## config.mk

```make
export PLATFORM = sky130hd
export DESIGN_NAME = shift_sequencer
export DESIGN_NICKNAME = d
export VERILOG_FILES = /design/src/rtl/shift_sequencer.sv
export SDC_FILE = /design/constraint.sdc
export NUM_CORES = 1
export LEC_CHECK = 0
export CORE_MARGIN = 2
export CORE_UTILIZATION = 44
export CTS_BUF_LIST = sky130_fd_sc_hd__clkbuf_8
export CTS_CLUSTER_DIAMETER = 150
export CTS_CLUSTER_SIZE = 10
export DETAILED_ROUTE_END_ITERATION = 10
export GPL_TIMING_DRIVEN = 0
export PLACE_DENSITY = 0.78
export SLEW_MARGIN = 20
export SYNTH_ARGS = -nofsm -noshare
export SYNTH_HDL_FRONTEND = slang
export SYNTH_SLANG_ARGS = --single-unit
```

## constraint.sdc

```tcl
create_clock -name clk -period 1.66 [get_ports clk]
set_clock_uncertainty 0.15 [all_clocks]
set_input_delay 0.249 -clock clk [delete_from_list [all_inputs] [get_ports clk]]
set_output_delay 0.249 -clock clk [all_outputs]
set_load 0.01 [all_outputs]
```

## src/rtl/shift_sequencer.sv

```systemverilog
// rtl/shift_sequencer.sv - counted, handshaked 1-bit-per-cycle shift sequencer
// Accepts one job on the request port, steps it amt times, holds the result until taken.
module shift_sequencer #(
    parameter int WIDTH = 8,
    parameter int AMT_W = 3
) (
    input  logic             clk,
    input  logic             rst,
    input  logic             en,
    input  logic             in_valid,
    output logic             in_ready,
    input  logic [WIDTH-1:0] in_data,
    input  logic [AMT_W-1:0] in_amt,
    input  logic [1:0]       in_op,
    output logic             out_valid,
    input  logic             out_ready,
    output logic [WIDTH-1:0] out_data,
    output logic             busy
);

    typedef enum logic [1:0] {
        IDLE  = 2'd0,
        SHIFT = 2'd1,
        DONE  = 2'd2
    } state_t;

    localparam logic [1:0] OP_SLL = 2'b00;
    localparam logic [1:0] OP_SRL = 2'b01;
    localparam logic [1:0] OP_SRA = 2'b10;

    state_t           state, state_nxt;
    logic [WIDTH-1:0] sreg, sreg_nxt;
    logic [AMT_W-1:0] cnt, cnt_nxt;
    logic [1:0]       op, op_nxt;

    function automatic logic [WIDTH-1:0] step(input logic [1:0] f, input logic [WIDTH-1:0] v);
        case (f)
            OP_SLL:  step = {v[WIDTH-2:0], 1'b0};
            OP_SRL:  step = {1'b0, v[WIDTH-1:1]};
            OP_SRA:  step = {v[WIDTH-1], v[WIDTH-1:1]};
            default: step = {v[WIDTH-2:0], v[WIDTH-1]};
        endcase
    endfunction

    always_ff @(posedge clk) begin
        if (rst) begin
            state <= IDLE;
            sreg  <= '0;
            cnt   <= '0;
            op    <= 2'b00;
        end else if (en) begin
            state <= state_nxt;
            sreg  <= sreg_nxt;
            cnt   <= cnt_nxt;
            op    <= op_nxt;
        end
    end

    always_comb begin
        state_nxt = state;
        sreg_nxt  = sreg;
        cnt_nxt   = cnt;
        op_nxt    = op;
        case (state)
            IDLE: begin
                if (in_valid) begin
                    sreg_nxt  = in_data;
                    cnt_nxt   = in_amt;
                    op_nxt    = in_op;
                    state_nxt = (in_amt == '0) ? DONE : SHIFT;
                end
            end
            SHIFT: begin
                sreg_nxt = step(op, sreg);
                cnt_nxt  = cnt - AMT_W'(1);
                // Last step lands the result and moves straight to DONE.
                if (cnt == AMT_W'(1))
                    state_nxt = DONE;
            end
            DONE: begin
                if (out_ready)
                    state_nxt = IDLE;
            end
            default: state_nxt = IDLE;
        endcase
    end

    assign in_ready  = (state == IDLE);
    assign out_valid = (state == DONE);
    assign busy      = (state == SHIFT) || (state == DONE);
    assign out_data  = sreg;

endmodule

```

Word level (Yosys, flattened, before mapping) --
Index checks and enable logic that the tools add are counted.
Operators by class: add/subtract/negate cells 1, multipliers 0, divide/modulo/power cells 0, $lt $le $gt $ge 0, equal/unequal tests 9, shifts and indexed selects 0, multiplexer cells 10, bitwise gates (word level) 0, reductions and logical operators 9
Operators by type and width (number):
- one-hot mux 8 bit (3 select lines) | 1
- one-hot mux 8 bit (2 select lines) | 1
- 2-to-1 mux 2 bit | 4
- 2-to-1 mux 8 bit | 1
- AND reduction 4 bit | 2
- inequality test 2 bit, second input constant | 3
- one-hot mux 2 bit (3 select lines) | 1
- one-hot mux 3 bit (2 select lines) | 1
- AND reduction 3 bit | 2
- == test 2 x 1 -> 1 bit, second input constant | 2
- == test 2 bit, second input constant | 2
- zero test 2 bit | 2
- == test 3 x 1 -> 1 bit, second input constant | 1
- zero test 3 bit | 1
- 2-to-1 mux 3 bit | 1
- subtractor 3 x 1 -> 3 bit, second input constant | 1
- inequality test 2 x 1 -> 1 bit, second input constant | 1
- nonzero test 2 bit | 1
- logical OR 1 bit | 1
Storage, ports and cells: flip-flop bits (word level) 15, latch bits 0, memory bits (writable) 0, memory bits (read-only) 0, input bits 18, memories 0

Logic depth before layout (Yosys ltp) --
depth in word-level cells 4, mapped depth 7, mapped depth without buffers 5

Worst setup path before layout --
No wires, ideal clock.
kind register to register, from register state[0], to register cnt[2], library setup time 116 ps, data arrival time 1473 ps, slack -79 ps, stages on the path, launching flop included 6, clock period less this slack 1739 ps, cell sequence dfxtp_1 -> inv_1 -> ha_1 -> mux2i_1 -> nor2_1 -> a31o_2
On the way: longest elaborated chain between the ends 3, elaborated cells between the ends (all ways) 6, classes of those cells eq/ne: 2; mux: 1; reduce/logical: 3
RTL lines:
- from (decl) | line 31 | state_t state, state_nxt;
- from (signal assigned) | line 52 | state <= state_nxt;
- zero test 2 bit (*)
- via in_ready | line 11 | output logic in_ready,
- inequality test 2 bit (no source line) / nonzero test 2 bit (equally long branches)
- AND reduction 3 bit (no source line)
- to (signal assigned) | line 54 | cnt <= cnt_nxt;
- to (decl) | line 33 | logic [AMT_W-1:0] cnt, cnt_nxt;
The timed path passes the listed nets; every way through them passes the cells marked *. A chain may end at the register's enable or synchronous reset.

Worst setup path after layout --
from register state[0], to register sreg[0] (netlist: out_data[0])
On the way: longest elaborated chain between the ends 3, elaborated cells between the ends (all ways) 6, classes of those cells eq/ne: 2; mux: 1; reduce/logical: 3
RTL lines:
- == test 2 x 1 -> 1 bit / zero test 2 bit (equally long branches) | line 64 | case (state)
- nonzero test 2 bit (no source line) / inequality test 2 bit (equally long branches)
- AND reduction 3 bit (no source line)
- to (signal assigned) | line 53 | sreg <= sreg_nxt;
- to (decl) | line 32 | logic [WIDTH-1:0] sreg, sreg_nxt;
Parallel ways exist; a longest one is shown, timed or not.

==> metrics.txt <==
# TYPE chip_impl_metric gauge
chip_impl_metric{name="worst_ep_required_time",unit="ns"} 1.65
chip_impl_metric{name="nFillCells",unit=""} 186
chip_impl_metric{name="floorplan.io_pins",unit=""} 29
chip_impl_metric{name="htree_levels",unit=""} 1
chip_impl_metric{name="critical_path_cell_count",unit=""} 8
chip_impl_info{name="worstHoldStart",value="en"} 1
chip_impl_metric{name="wl",unit="um"} 2990
chip_impl_metric{name="drt_drc_violations_left",unit=""} 0
chip_impl_info{name="crit-reg2reg-capture",value="out_data[0]"} 1
chip_impl_metric{name="finalHoldViolations",unit=""} 0
chip_impl_metric{name="ir_worst_vdd",unit="V"} 0.000681
chip_impl_metric{name="place_congestion",unit=""} 0.808
chip_impl_metric{name="detailed_place_hpwl",unit="um"} 1990
chip_impl_metric{name="synthesis.instances",unit=""} 111
chip_impl_metric{name="numCtsBuffers",unit=""} 3
chip_impl_info{name="min_path_type",value="primary input to register"} 1
chip_impl_metric{name="gr-usage-met1",unit="%"} 26.6
chip_impl_info{name="critical_path_most_common_cell",value="sky130_fd_sc_hd__buf_6"} 1
chip_impl_info{name="startpoint",value="state[0]"} 1
chip_impl_metric{name="drive_gt1_share",unit="%"} 25.2
chip_impl_metric{name="drt-pass1-iter-count",unit=""} 4
chip_impl_metric{name="area.growth.synth_to_final",unit="%"} 50.3
chip_impl_metric{name="slew-limit-headroom",unit="%"} 54.2
chip_impl_metric{name="ys.warnings.count",unit=""} 0
chip_impl_metric{name="cp.arrival",unit="ns"} 1.67
chip_impl_metric{name="cell_rows",unit=""} 17
chip_impl_metric{name="maximum_count_of_clock_buffers_along_a_single_path",unit=""} 2
chip_impl_metric{name="detailedRoute.firstIterationViolations",unit=""} 38
chip_impl_metric{name="via_count_of_the_first_global_routing_pass",unit=""} 1004
chip_impl_info{name="synth.area.top_cells",value="sky130_fd_sc_hd__dfxtp_1 (29%), sky130_fd_sc_hd__mux2i_1 (9.8%), sky130_fd_sc_hd__ha_1 (6.1%)"} 1
chip_impl_metric{name="drv.max_cap_violation_count",unit=""} 0
chip_impl_info{name="worstSetupPathType",value="register to register"} 1
chip_impl_metric{name="die_y_extent",unit="um"} 52.1
chip_impl_metric{name="ant_nets",unit=""} 0
chip_impl_metric{name="grt_max_degree",unit=""} 11
chip_impl_metric{name="routedWlPerCell",unit="um"} 17.1
chip_impl_metric{name="numClockSinks",unit=""} 15
chip_impl_metric{name="dieWidth",unit="um"} 52.1
chip_impl_metric{name="grt_first_pass_wirelength",unit="um"} 4510
chip_impl_info{name="unrepaired_setup_endpoints_after_global_routing",value="yes"} 1
chip_impl_metric{name="clock_insertion_delay_worst_skew",unit="ns"} 0.25
chip_impl_metric{name="global_route.usage.met2",unit="%"} 40.1
chip_impl_info{name="family_with_the_most_delay_on_the_worst_path",value="buffers and inverters"} 1
chip_impl_info{name="crit_path_cell_trace",value="buf_6 -> ha_4 -> buf_6 -> buf_6 -> buf_6 -> nor2_1 -> nor4_1 -> a32o_1"} 1
chip_impl_metric{name="dp.cells",unit=""} 166
chip_impl_info{name="critPathSlowestCell",value="sky130_fd_sc_hd__dfxtp_2"} 1
chip_impl_info{name="mostFrequentLayoutCell",value="sky130_fd_sc_hd__clkdlybuf4s50_1"} 1
chip_impl_info{name="yosys.area.top_type",value="sky130_fd_sc_hd__dfxtp_1"} 1
chip_impl_metric{name="dieArea",unit="um2"} 2720
chip_impl_metric{name="nets",unit=""} 171
chip_impl_metric{name="gr_layer_usage_met3",unit="%"} 6.03
chip_impl_metric{name="number_of_antenna_violations_at_the_first_check_in_global_routing",unit=""} 0
chip_impl_metric{name="leakage",unit="nW"} 0.600
chip_impl_metric{name="worstPathMaxFanout",unit=""} 9
chip_impl_metric{name="worstPathBufferInverterCount",unit=""} 4
chip_impl_metric{name="coreArea",unit="um2"} 2210
chip_impl_info{name="start_kind",value="register"} 1
chip_impl_metric{name="reg2reg_setup_slack",unit="ns"} -0.01
chip_impl_metric{name="worstMarginPinSlew",unit="ns"} 0.687
chip_impl_metric{name="holdWs",unit="ns"} 0.274
chip_impl_metric{name="fin_crit",unit="ns"} 1.67
chip_impl_metric{name="ys_seq_elements",unit=""} 15
chip_impl_metric{name="timing_max_transition_violations_final",unit=""} 0
chip_impl_metric{name="synth.net_count",unit=""} 134
chip_impl_metric{name="worst_setup_hold_path_clk_slew",unit="ns"} 0.06
chip_impl_info{name="worstReg2RegStart",value="state[0]"} 1
chip_impl_info{name="cts_root_buffer",value="sky130_fd_sc_hd__clkbuf_8"} 1
chip_impl_metric{name="synth.yosys.seq_area_share",unit="%"} 29.4
chip_impl_metric{name="initial_core_util",unit="%"} 46.1
chip_impl_metric{name="postSynthAreaPerCell",unit="um2"} 9.19
chip_impl_metric{name="grt_use_total",unit="%"} 22.8
chip_impl_metric{name="post-route-util",unit="%"} 69.3
chip_impl_metric{name="setup_viol",unit=""} 1
chip_impl_info{name="final_cell_mix",value="sky130_fd_sc_hd__clkdlybuf4s50_1 (23), sky130_fd_sc_hd__dfxtp_1 (13), sky130_fd_sc_hd__inv_1 (10)"} 1
chip_impl_metric{name="synthesis.area",unit="um2"} 1020
chip_impl_info{name="violations",value="negative setup slack"} 1
chip_impl_metric{name="num_antenna_cells",unit=""} 0
chip_impl_metric{name="worst_slack",unit="ns"} -0.0140
chip_impl_metric{name="cellPowerDensity",unit="nW/um2"} 827
chip_impl_metric{name="route.vias.total",unit=""} 1032
chip_impl_info{name="end_kind",value="register"} 1
chip_impl_metric{name="final_cell_count_no_fill",unit=""} 175
chip_impl_metric{name="route.detailed.vias_per_inst",unit=""} 5.90
chip_impl_metric{name="yosysUniqueCellTypes",unit=""} 35
chip_impl_info{name="setup.worst_path.end",value="out_data[0]"} 1
chip_impl_metric{name="port_buffers",unit=""} 27
chip_impl_metric{name="globalRoute.totalOverflow",unit=""} 0
chip_impl_metric{name="final_min_period_over_clock_period",unit="%"} 101
chip_impl_metric{name="timing.fmax",unit="MHz"} 597
chip_impl_info{name="tritoncts",value="yes"} 1
chip_impl_info{name="outcome",value="complete, but fails checks"} 1
chip_impl_metric{name="fin_tns_setup",unit="ns"} -0.0140
chip_impl_metric{name="cp_slowest_stage_delay",unit="ns"} 0.33
chip_impl_metric{name="cts_hold_repair.buffers",unit=""} 0
chip_impl_metric{name="number_of_cell_instances_on_the_worst_register_to_register_path",unit=""} 8
chip_impl_metric{name="preCtsSetupSlack",unit="ns"} -0.224
chip_impl_info{name="globalRoute.busiestLayer",value="met2"} 1
chip_impl_metric{name="synth_largest_type_area_fraction",unit="%"} 29.4
[worst min-delay path by stage]
stage | to | cells past startpoint
after floorplan | op[0] | 2
after detailed placement | state[1] | 2
after global routing | out_data[6] | 3
final | out_data[5] | 3
after CTS | out_data[6] | 3
after global placement | cnt[1] | 2
[logic make-up after synthesis]
kind of cell	Yosys count	synth area share, %
DFF	15	29.4
and+or+nand+nor	33	17.4
adders and majority gates	5	6.13
xor gates and xnor gates	1	2.70
buffers and inverters	17	7.12
muxes	11	10.9
AOI/OAI and AO/OA	29	26.3
[worst reg2reg max path, cell delays in order, from the launching register on]
cell and delay, ns:
sky130_fd_sc_hd__dfxtp_2 0.33, sky130_fd_sc_hd__buf_6 0.12, sky130_fd_sc_hd__ha_4 0.16, sky130_fd_sc_hd__buf_6 0.13, sky130_fd_sc_hd__buf_6 0.14, sky130_fd_sc_hd__buf_6 0.11, sky130_fd_sc_hd__nor2_1 0.11, sky130_fd_sc_hd__nor4_1 0.07
sky130_fd_sc_hd__a32o_1 0.23
[stage by stage]
stage / cell area [um2] / power (W)
after floorplan: 1030 / 0.000706
after global placement: 1330 / 0.000856
after detailed placement: 1330 / 0.000870
after CTS: 1470 / 0.00123
after global routing: 1530 / 0.00133
final: 1530 / 0.00127
[final cells by class]
type / count / area, um2 / area share, %
clock buffer: 3 / 41.3 / 2.69
multi-input combinational: 79 / 746 / 48.7
timing repair buffer: 32 / 314 / 20.5
clock inverter: 1 / 3.75 / 0.245
inverter: 11 / 43.8 / 2.86
sequential: 15 / 305 / 19.9
tap: 28 / 35.0 / 2.29
buffer: 6 / 43.8 / 2.86
[synthesized netlist by cell type, drive strengths merged]
library cell   n
nand2          7
clkbuf         3
o2111ai        6
dfxtp         15
o32ai          5
o311ai         1
nor2b          4
o41ai          1
nor4           1
a21o           1
o22ai          1
nand2b         9
nor2           7
o31ai          1
a21oi          1
nor4b          1
a32o           1
inv           11
nand3b         1
mux2           1
xnor2          1
ha             5
a2111oi        1
mux2i         10
and3           1
o311a          2
a31oi          1
a31o           1
nand3          2
a311oi         1
o21ai          3
buf            3
o211ai         2
[flip-flops by register name (all words and copies together), names as in the netlist]
register and count:
out_data 8, op 2, cnt 3, state 2
[report_power, final]
part	internal, W	switching (W)	total, W
Clock	0.000164	0.000132	0.000296
Combinational	0.000281	0.000259	0.000540
Sequential	0.000396	0.0000352	0.000432
[metal layers]
metal	up-vias	share of wire [%]
met5	-	0
met2	45	49
met1	500	42
met3	6	7.0
li1	481	-
met4	0	1.2
[what timing repair did]
item,4_1_cts,5_1_grt
setup buffers,4,2
resized for setup,17,18
pin swaps,4,6
endpoints found under the setup margin,16,12
gates cloned,0,0
Note: power is estimated with default switching activity, not from simulation.
